<file path="src/rtl/fetch_unit.sv">
// fetch_unit: single-issue instruction fetch stage.
// Requests one 32-bit word at PC, holds it for decode until accepted, then
// advances PC sequentially or to a branch target. A memory that never answers
// or a misaligned redirect parks the unit in a sticky fault state.

module fetch_unit #(
    parameter logic [63:0] RESET_PC = 64'h0,
    parameter int unsigned TIMEOUT  = 15
) (
    input  logic        clk,
    input  logic        reset,

    // Instruction memory
    output logic        imem_req,
    output logic [63:0] imem_addr,
    input  logic        imem_ready,
    input  logic [31:0] imem_rdata,

    // Decode side
    output logic [31:0] Instr,
    output logic [63:0] PC_out,
    output logic        instr_valid,
    input  logic        instr_ready,

    // Redirect, sampled only when decode accepts the instruction
    input  logic        PCSrc,
    input  logic        BranchSrc,
    input  logic [63:0] PCBranch,
    input  logic [63:0] RegTarget,

    output logic        fault
);

    typedef enum logic [1:0] {
        StFetch,
        StValid,
        StFault
    } state_t;

    // Last wait count at which a late imem_ready is still accepted.
    localparam logic [7:0] WaitLast = 8'(TIMEOUT - 1);

    state_t      state;
    logic [63:0] pc;
    logic [7:0]  wait_cnt;

    logic [63:0] pc_seq;
    logic [63:0] branch_target;
    logic [63:0] next_pc;
    logic        next_misaligned;

    // The request address is the architectural PC itself.
    assign imem_addr = pc;

    // Next-PC selection; the 64-bit add wraps naturally at the top of memory.
    always_comb begin
        pc_seq          = pc + 64'd4;
        branch_target   = BranchSrc ? RegTarget : PCBranch;
        next_pc         = PCSrc ? branch_target : pc_seq;
        next_misaligned = |next_pc[1:0];
    end

    // Fetch FSM with registered outputs; reset discards any held instruction.
    always_ff @(posedge clk or posedge reset) begin
        if (reset) begin
            state       <= StFetch;
            pc          <= RESET_PC;
            wait_cnt    <= 8'd0;
            Instr       <= 32'h0;
            PC_out      <= RESET_PC;
            instr_valid <= 1'b0;
            imem_req    <= 1'b1;
            fault       <= 1'b0;
        end else begin
            unique case (state)
                StFetch: begin
                    if (imem_ready) begin
                        Instr       <= imem_rdata;
                        PC_out      <= pc;
                        wait_cnt    <= 8'd0;
                        state       <= StValid;
                        imem_req    <= 1'b0;
                        instr_valid <= 1'b1;
                    end else if (wait_cnt == WaitLast) begin
                        // Counter would reach TIMEOUT this edge: give up.
                        state    <= StFault;
                        imem_req <= 1'b0;
                        fault    <= 1'b1;
                    end else begin
                        wait_cnt <= wait_cnt + 8'd1;
                    end
                end

                StValid: begin
                    // Redirect inputs only matter in the handshake cycle.
                    if (instr_ready) begin
                        instr_valid <= 1'b0;
                        if (next_misaligned) begin
                            state <= StFault;
                            fault <= 1'b1;
                        end else begin
                            pc       <= next_pc;
                            state    <= StFetch;
                            imem_req <= 1'b1;
                        end
                    end
                end

                StFault: begin
                    // Absorbing until reset.
                    imem_req    <= 1'b0;
                    instr_valid <= 1'b0;
                    fault       <= 1'b1;
                end

                default: begin
                    state       <= StFault;
                    imem_req    <= 1'b0;
                    instr_valid <= 1'b0;
                    fault       <= 1'b1;
                end
            endcase
        end
    end

endmodule

</file>
<file path="config.mk">
export PLATFORM = sky130hd
export DESIGN_NAME = fetch_unit
export DESIGN_NICKNAME = d
export VERILOG_FILES = /design/src/rtl/fetch_unit.sv
export SDC_FILE = /design/constraint.sdc
export NUM_CORES = 1
export LEC_CHECK = 0
export ABC_AREA = 1
export BUFFER_PORTS_ARGS = -buffer_cell sky130_fd_sc_hd__buf_2
export CAP_MARGIN = 20
export CORE_ASPECT_RATIO = 1.2
export CORE_UTILIZATION = 40
export DETAILED_ROUTE_END_ITERATION = 10
export GPL_TIMING_DRIVEN = 0
export PLACE_DENSITY = 0.66
export SLEW_MARGIN = 40
export SYNTH_ARGS = -nofsm -noshare
export SYNTH_HDL_FRONTEND = slang
export SYNTH_SLANG_ARGS = --single-unit
</file>
<file path="constraint.sdc">
create_clock -name clk -period 8.55 [get_ports clk]
set_input_delay 2.565 -clock clk [delete_from_list [all_inputs] [get_ports clk]]
set_output_delay 2.565 -clock clk [all_outputs]
set_load 0.02 [all_outputs]
</file>
# Yosys cells after proc, flatten, opt, wreduce, memory -nomap -nowiden
# Cells that the tools add are included.
[op_classes]
n_addsub = 2
eq_ne = 11
n_mux = 22
n_bitwise = 2
reduce_logical = 9
[op_table]
columns = ["cell", "n"]
rows = [
  ["$mux 64", 2],
  ["$add 64x3->64 const B", 1],
  ["$mux 8", 2],
  ["$ne 2x2->1 const B", 7],
  ["$mux 1", 10],
  ["$reduce_and 3->1", 3],
  ["$add 8x1->8 const B", 1],
  ["$eq 8x4->1 const B", 1],
  ["$mux 2", 4],
  ["$pmux 1 s2", 3],
  ["$pmux 2 s3", 1],
  ["$reduce_and 2->1", 3],
  ["$reduce_and 4->1", 1],
  ["$ne 3x3->1 const B", 1],
  ["$eq 2x1->1 const B", 1],
  ["$eq 2x2->1 const B", 1],
  ["$logic_not 2->1", 1],
  ["$not 1->1", 2],
  ["$reduce_or 2->1", 1],
]
[word_totals]
regBits = 173
inputBits = 166
wordCells = 54

# Longest topological paths before layout
# Gate-level depths: netlist of run 1.
[logic_depth]
ltp_word = 6
mapped_depth = 11
depth_no_buf = 11

# Worst setup path before layout of run 1
# No wires, ideal clock.
[synth_path]
path_type = "input to register"
startpoint = "input BranchSrc"
endpoint = "register pc[19] (netlist: imem_addr[19])"
t_arrival_ns = 3.499
required_ns = 8.425
slack_ns = 4.925
stages = 9
n_path_buf = 2
cell_sequence = "buf_4 -> inv_2 -> nor2_1 -> nand2_1 -> nand3_2 -> nand4_2 -> buf_2 -> o21ai_0 -> o21ai_1"
[synth_via]
elab_chain_len = 5
[synth_rtl]
columns = ["element", "line_no", "rtl"]
rows = [
  ["start: declaration", "27", "input logic BranchSrc,"],
  ["$mux 64 (*)", "58", "branch_target = BranchSrc ? RegTarget : PCBranch;"],
  ["$mux 64 (*)", "59", "next_pc = PCSrc ? branch_target : pc_seq;"],
  ["$reduce_or 2->1", "60", "next_misaligned = |next_pc[1:0];"],
  ["$not 1->1 (no source line)", "n/a", ""],
  ["$reduce_and 3->1 (no source line)", "n/a", ""],
  ["end signal: assignment", "102", "pc <= next_pc;"],
  ["end: declaration", "44", "logic [63:0] pc;"],
]
# Every way passes the cells marked *; elsewhere a longest branch is shown, timed or not.
# A chain may end at the register's enable or synchronous reset.

# Worst setup path after layout of run 1
[layout_path]
startpoint = "input BranchSrc"
endpoint = "register pc[34] (netlist: imem_addr[34])"
# The elaborated chain is that of the path after synthesis.

==> results of run 1 <==
-- sequential cells by signal, indices dropped and copies added (netlist names) --
register,flops
Instr,32
state,2
imem_addr,64
wait_cnt,8
imem_req,1
PC_out,64
instr_valid,1
fault,1
-- worst reg2reg max path, stage by stage (launching register included) --
cell and delay [ns]:
dfrtp_1 0.43, ha_1 0.21, nand2_1 0.12, nor2_4 0.22
nand2_2 0.10, nor2_2 0.39, nand2_1 0.29, nand2_1 0.12
nand3_1 0.11, o21ai_1 0.12, nand2_1 0.05, o21ai_0 0.06
-- Yosys cell counts, types with 2 or more instances --
master | number | area share [%]
inv_1 | 116 | 4.4
nand3_2 | 2 | 0.20
o31ai_1 | 5 | 0.38
nand3_1 | 77 | 3.9
a21boi_1 | 24 | 1.8
buf_4 | 3 | 0.23
nand2_1 | 466 | 18
nor2_2 | 8 | 0.51
o22ai_1 | 8 | 0.51
or2_2 | 2 | 0.13
dfrtp_1 | 172 | 44
nor2_1 | 236 | 9.0
a22oi_1 | 3 | 0.23
o21ai_0 | 138 | 7.0
buf_1 | 2 | 0.076
a31oi_1 | 4 | 0.25
buf_2 | 17 | 0.86
ha_1 | 3 | 0.38
nor3_2 | 2 | 0.20
o21ai_1 | 37 | 1.9
inv_2 | 7 | 0.27
nor3_1 | 5 | 0.25
nand2_2 | 8 | 0.51
nor2_4 | 3 | 0.34
nand4_1 | 10 | 0.63
a21oi_1 | 40 | 2.0
clkbuf_1 | 39 | 1.5
-- power breakdown --
group,switching [mW],internal (mW)
Combinational,1.43,0.630
Clock,0.369,0.483
Sequential,0.369,1.19
-- metal layers --
layer,global-route usage (%),vias up
met4,17.98,2
met3,6.010,109
met2,57.45,529
li1,-,5315
met5,0,-
met1,41.25,5208
-- worst max-delay path by stage --
stage	to	slack, ns
after CTS	imem_addr[34]	4.54
after global placement	PC_out[39]	-0.93
after global routing	imem_addr[34]	4.47
after floorplan	Instr[0]	1.30
final	imem_addr[34]	4.50
after detailed placement	imem_addr[34]	4.07
-- cell families after synthesis --
family | after synthesis | share of synthesized area, %
compound gates | 262 | 14.37
simple gates | 822 | 33.81
buf+inv | 186 | 7.478
flops | 173 | 43.87
xor+xnor | 1 | 0.08874
fa+ha+maj | 3 | 0.3803
-- final cells by class --
type / instances / area (um2)
inverters: 124 / 473.0
clock buffers: 19 / 452.9
clock inverters: 13 / 181.4
fillers: 2522 / 11440
repair buffers: 329 / 1692
plain buffers: 62 / 272.8
flip-flops and latches: 173 / 4330
well taps: 320 / 400.4
multi-input cells: 1088 / 4803
-- through the flow --
| step | hold WS [ns] | utilization (%) | cell area, um2 |
|---|---|---|---|
| floorplan | 0.5070 | - | 9872 |
| global placement | 0.4495 | 49.52 | 11910 |
| detailed placement | 0.4597 | 49.78 | 11970 |
| CTS | 0.4786 | 52.42 | 12610 |
| global route | 0.4961 | 52.42 | 12610 |
| finish | 0.4737 | 52.42 | 12610 |
==> implementation parameters, run 1 <==
Parameter                              Value

Run status
  Outcome ... completed

Worst setup path
  Kind of cell adding the most delay to the critical path ... buffers and inverters
  Category of the critical setup timing path ... in2reg
  Crit-path max FO ... 10
  Worst reg2reg path endpoint ... imem_addr[24]
  R2R Setup Slk ... approximately 6.3 ns
  Max incr delay on CP ... 0.40 ns
  Required time of the critical path ... 8.87 ns
  Buffers and inverters on the worst path ... 3
  Crit path capture type ... register
  Arrival time worst endpoint ... 4.37 ns
  Slowest stage cell, crit path ... nand4_2
  Reg-to-Reg Start ... imem_addr[3]
  WP depth ... 9
  Startpoint type of the worst setup path ... primary input
  Cell count of the worst reg-to-reg path ... 11
  Critical path cell sequence ... buf_4 > inv_2 > nor2_1 > nand2_1 > nand3_2 > nand4_2 > buf_2 > a21oi_1 > a22oi_1
  Worst setup startpoint ... BranchSrc

Final layout
  Leading cell type in the layout, fill and taps excluded ... nand2_1
  Finished Layout Cells ... 2128
  Post-layout nets ... between 1500 and 2000
  Area delta synth->final ... 27.69%
  Antenna Cells ... 0
  Share of layout cells above drive strength 1 ... 23.17%
  Commonest cells after routing, fill and taps aside ... nand2_1 (466), buf_2 (344), nor2_1 (236)

Synthesis
  FF+latch count, synth ... 173
  Post-synthesis instance area ... 9872 um2
  Mapped Avg Cell Area ... 6.822 um2
  Number of nets produced by synthesis ... 1616
  EDFF count, synth ... 0
  Cell count after synthesis ... 1447
  Number of warnings issued by yosys ... 0
  Sequential element share of the synthesized area ... 43.87%
  Share of async-settable or async-resettable flops after synthesis ... 100.0%
  Distinct cell type count after synthesis ... 37
  Synth Flop Type ... dfrtp_1

Timing
  Transition time at the pin with the least slew margin ... 0.8983 ns
  Unrepaired setup endpoints after global routing ... no
  Final total negative setup slack ... 0 ns
  Setup Viol. Count Final ... 0
  Relative max-transition margin ... 40.11%
  Time the final worst path needs with I/O delays and setup ... 4.049 ns
  Final worst-path cycle share ... 47.36%
  Final worst slack ... roughly 4.5 ns
  Max-slew violations ... 0
  Worst Skew ... 0.01122 ns
  Fin. Hold Viols ... 0
  Maximum clock rate ... about 250 MHz

Global routing
  Total routing usage reported by global routing ... around 34%
  First-pass GRT wire length ... around 64000 um
  Initial antenna violation count ... 1
  Number of global-route vias before repair ... 10926
  Pin count of the biggest net entering global routing ... a little under 70
  Remaining global-route overflow ... 0

Clocking
  Clk_lat worst skew ... 0.45 ns
  TritonCTS buffer count ... 17
  Setup Fix Bufs, Post-CTS ... 0
  Maximum clock path buffer count ... 2
  Post-cts repair resize count ... 0
  Hold-fix buffers, CTS ... 0
  Clock tree sinks ... between 150 and 200
  Number of H-tree branching levels ... 4
  Clock tree from TritonCTS ... done
  Clock root cell ... clkbuf_16
  Worst-path clk slew ... 0.07 ns

Route
  Highest metal layer with signal wires ... met5
  Count of routing violations after the opening detailed-route iteration ... 818
  Length of the first detailed-routing pass in iterations ... 5
  DRC viols ... 0
  Drt wl/cell ... 19.98 um
  Number of vias per cell ... 5.246
  Total detailed-routing wirelength ... 42530 um
  Routed length on met3 ... 3037 um
  WL met1 ... 16900 um
  Vias ... 11163
  Antenna-violating nets left ... 0
  Routed wl met2 ... 20430 um

Job
  Max Cap Viol ... 0

Floorplan
  Count of pins on the block boundary ... between 300 and 400
  Die area ... 25310 um2
  Width of the chip ... 145.4 um
  Core outline area ... 24050 um2
  Chip Height ... 174.1 um
  Initial standard-cell utilization of the core ... around two fifths
  # rows ... between 60 and 70

Place
  RD Place Congestion ... between 0.9 and 1
  Post-detailed-placement half-perimeter wirelength ... 33520 um
  Count of buffers from port buffering ... 327
  Placement-stage worst setup slack ... 4.069 ns
  Total placed cells including tap cells ... 2096

Min path
  Worst Hold End ... Instr[20]
  Hold Startpoint ... Instr[20]
  Worst min-delay path class ... reg2reg
  Worst hold path cell count ... 2

Power
  IR Drop Worst-Case VDD ... 0.1516 mV
  Static Leakage ... 6.741 nW
  Power Dens Cells ... ~350 nW/um2
  Total power ... 4.472 mW
(Power assumes the default switching activity.)
==> run 2, diff against run 1 <==
--- a/config.mk
+++ b/config.mk
@@ -5,14 +5,14 @@
 export SDC_FILE = /design/constraint.sdc
 export NUM_CORES = 1
 export LEC_CHECK = 0
-export ABC_AREA = 1
+export ABC_AREA = 0
 export BUFFER_PORTS_ARGS = -buffer_cell sky130_fd_sc_hd__buf_2
 export CAP_MARGIN = 20
 export CORE_ASPECT_RATIO = 1.2
 export CORE_UTILIZATION = 40
 export DETAILED_ROUTE_END_ITERATION = 10
 export GPL_TIMING_DRIVEN = 0
-export PLACE_DENSITY = 0.66
+export PLACE_DENSITY = 0.69
 export SLEW_MARGIN = 40
 export SYNTH_ARGS = -nofsm -noshare
 export SYNTH_HDL_FRONTEND = slang
==> constraint.sdc (replaced) <==
create_clock -name clk -period 3.65 [get_ports clk]
set_input_delay 1.095 -clock clk [delete_from_list [all_inputs] [get_ports clk]]
set_output_delay 1.095 -clock clk [all_outputs]
set_load 0.02 [all_outputs]
==> implementation parameters, run 2 <==
Parameter                              Value

Run status
  Outcome ... completed

Timing
  Time the final worst path needs with I/O delays and setup ... 3.405 ns
  Relative max-transition margin ... 43.05% (+2.9 points)
  Final worst-path cycle share ... 93.30%
  Hold slack ... 0.4708 ns (-0.002950 ns)
  Worst Skew ... 0.01323 ns (+0.002008 ns)
  Transition time at the pin with the least slew margin ... 0.8542 ns (-0.04405 ns)
  Setup Viol. Count Final ... 0 (unchanged)
  Fin. Hold Viols ... 0 (unchanged)
  Maximum clock rate ... ~290 MHz
  Unrepaired setup endpoints after global routing ... no
  Max-slew violations ... 0 (unchanged)

Clocking
  Clock tree sinks ... 173 (unchanged)
  Maximum clock path buffer count ... 2 (unchanged)
  Setup Fix Bufs, Post-CTS ... 0 (unchanged)
  Hold-fix buffers, CTS ... 0 (unchanged)
  Clock root cell ... clkbuf_16
  Worst-path clk slew ... 0.07 ns (about the same)
  Post-cts repair resize count ... 0 (unchanged)
  Number of H-tree branching levels ... 4 (unchanged)
  Clk_lat worst skew ... 0.44 ns (about the same)
  Clock tree from TritonCTS ... done
  TritonCTS buffer count ... 17 (unchanged)

Power
  Cell internal power dissipation ... 4.822 mW (+110%)
  Relative contribution of the clock network to total power ... 21.8% (+2.8 points)
  Part of the total power dissipated in combinational logic ... 37.8% (-8.3 points)
  Static Leakage ... 5.535 nW (-18%)
  Net switching fraction of the power ... 41.29% (-7.2 points)
  Power Dens Cells ... 694.8 nW/um2 (+96%)
  Total power ... 8.213 mW (+84%)
  Psw ... 3.391 mW (+56%)
  Flop pwr share ... 40.4% (+5.5 points)
  IR Drop Worst-Case VDD ... 0.3442 mV (+130%)

Global routing
  Global-route met1 utilization ... 36.93% (-4.3 points)
  Pin count of the biggest net entering global routing ... 26 (-62%)
  M3 GR Usage ... 5.060% (-0.95 points)
  Number of global-route vias before repair ... 8581 (-21%)
  Layer with the highest usage after global routing ... met2
  Met2 track demand over resource ... 47.94% (-9.5 points)
  Total routing usage reported by global routing ... 29.09% (-4.9 points)
  Remaining global-route overflow ... 0 (unchanged)
  Initial antenna violation count ... 1 (unchanged)
  First-pass GRT wire length ... 50930 um (-21%)

Route
  DRC viols ... 0 (unchanged)
  Number of vias per cell ... 5.866 (+12%)
  Total detailed-routing wirelength ... 33260 um (-22%)
  Antenna-violating nets left ... 0 (unchanged)
  Drt wl/cell ... 22.35 um (+12%)
  Count of routing violations after the opening detailed-route iteration ... 1003 (+23%)
  Vias ... 8729 (-22%)
  Length of the first detailed-routing pass in iterations ... 6 (+1)

Synthesis
  Number of nets produced by synthesis ... 1015 (-37%)
  Area share of the largest cell type after synthesis ... 47.54% (+3.9 points)
  EDFF count, synth ... 0 (unchanged)
  Largest area contributor in the synthesized netlist ... dfrtp_1
  Share of async-settable or async-resettable flops after synthesis ... 100.0% (unchanged)
  Sequential element share of the synthesized area ... 47.83% (+4.0 points)
  Mapped Avg Cell Area ... 10.70 um2 (+57%)
  FF+latch count, synth ... 173 (unchanged)
  Number of warnings issued by yosys ... 0 (unchanged)
  Top post-synthesis cells by count ... dfrtp_1 (172), mux2_2 (106), nor2_1 (50)
  Synth Flop Type ... dfrtp_1
  Most common cell in the netlist ... dfrtp_1
  Distinct cell type count after synthesis ... 71 (+92%)
  Post-synthesis instance area ... 9054 um2 (-8.3%)
  Top area cells in the synthesized netlist ... dfrtp_1 (48%), mux2_2 (13%), mux2i_1 (5.3%), a21oi_1 (2.6%), o21ai_0 (2.3%)
  Cell count after synthesis ... 846 (-42%)

Worst setup path
  Critical path cell sequence ... buf_2 > nor3b_1 > o31a_1 > and4b_1 > clkbuf_1 > clkbuf_1 > clkbuf_2 > a21oi_1
  Crit-path max FO ... 10 (unchanged)
  Required time of the critical path ... 3.95 ns (-4.92 ns)
  Max incr delay on CP ... 0.59 ns (+0.19 ns)
  R2R Setup Slk ... 0.81 ns (-5.44 ns)
  Most repeated library cell on the critical path ... clkbuf_1
  Category of the critical setup timing path ... in2reg
  Arrival time worst endpoint ... 3.70 ns (-0.67 ns)
  Crit path capture type ... register
  Startpoint type of the worst setup path ... primary input
  Slowest stage cell, crit path ... clkbuf_1

Final layout
  Area delta synth->final ... 30.56%
  Leading cell type in the layout, fill and taps excluded ... buf_2
  Layout Cell Area excl Fill ... 11820 um2 (-6.2%)
  Area occupied by multi-input gates ... 4434 um2 (-7.7%)
  Finished Layout Cells ... 1488 (-30%)
  Commonest cells after routing, fill and taps aside ... buf_2 (334), dfrtp_1 (172), mux2_2 (106)
  # fillers ... 1955 (-22%)
  Share of layout cells above drive strength 1 ... 42.46% (+19 points)
  Core Util, Final ... 53.91% (+1.5 points)
  Area of all sequential standard cells ... 4330 um2 (unchanged)
  Post-layout nets ... 1369 (-30%)

Floorplan
  Chip Height ... 166.8 um (-4.2%)
  Die area ... 23240 um2 (-8.2%)
  Core outline area ... 21920 um2 (-8.8%)
  # rows ... 59 (-4.8%)
  Count of pins on the block boundary ... 329 (unchanged)
  Initial standard-cell utilization of the core ... 41.29% (+0.24 points)
  Width of the chip ... 139.3 um (-4.2%)

Place
  Count of buffers from port buffering ... 327 (unchanged)
  Total placed cells including tap cells ... 1455 (-31%)
  Post-detailed-placement half-perimeter wirelength ... 24380 um (-27%)
  Area post-placement ... 11250 um2 (-6.0%)
  RD Place Congestion ... 0.9169 (-6.4%)

Job
  Max Cap Viol ... 0 (unchanged)

Min path
  Worst min-delay path class ... reg2reg
run 2: layout make-up:
type / instances / area share, %
antenna: 1 / 0.02117
buffer: 55 / 2.223
clock buffer: 17 / 3.599
clock inverter: 15 / 1.143
inverter: 11 / 0.3811
multi-input combinational: 607 / 37.51
sequential: 173 / 36.64
tap: 274 / 2.900
timing repair buffer: 335 / 15.58
run 2: routing by layer:
layer	share of wire [%]	vias up
li1	-	3907
met1	41	4247
met2	49	469
met3	6.6	106
met4	4.3	0
met5	0	-
run 2: power by group through the flow:
stage | Clock, mW | Combinational [mW] | Sequential, mW
after floorplan | 0 | 1.16 | 3.99
after global placement | 0 | 3.04 | 3.31
after detailed placement | 0 | 3.12 | 3.33
after CTS | 1.81 | 3.12 | 3.30
after global routing | 1.89 | 3.31 | 3.43
final | 1.79 | 3.10 | 3.32
run 2: cell families after synthesis:
logic type      share of synthesized area, %
mux                                    18.49
xor+xnor                              0.4837
flops                                  47.83
simple gates                           14.37
compound gates                         15.15
buf+inv                                3.261
fa+ha+maj                             0.4146
run 2: stage by stage:
step / setup TNS [ns] / setup slack, ns
floorplan: 0 / 0.3451
global placement: -152.61 / -0.8568
detailed placement: -8.074 / -0.3895
CTS: 0 / 0.09365
global route: 0 / 0.1525
finish: 0 / 0.2446
run 2: path summary, 6_finish.rpt:
path | startpoint | endpoint | cells past startpoint
worst min register to register | fault | fault | 1
worst max register to register | imem_addr[2] | imem_addr[62] | 7
min in group asynchronous | reset | PC_out[56] | 2
max in group asynchronous | reset | imem_req | 5
worst max-delay path | BranchSrc | imem_addr[52] | 8
worst min-delay path | fault | fault | 1
run 2: worst max-delay path: cells and delay by family:
kind	cells	cell delay (ns)
and+or+nand+nor	2	0.53
AOI/OAI and AO/OA	2	0.37
buffers and inverters	4	1.70
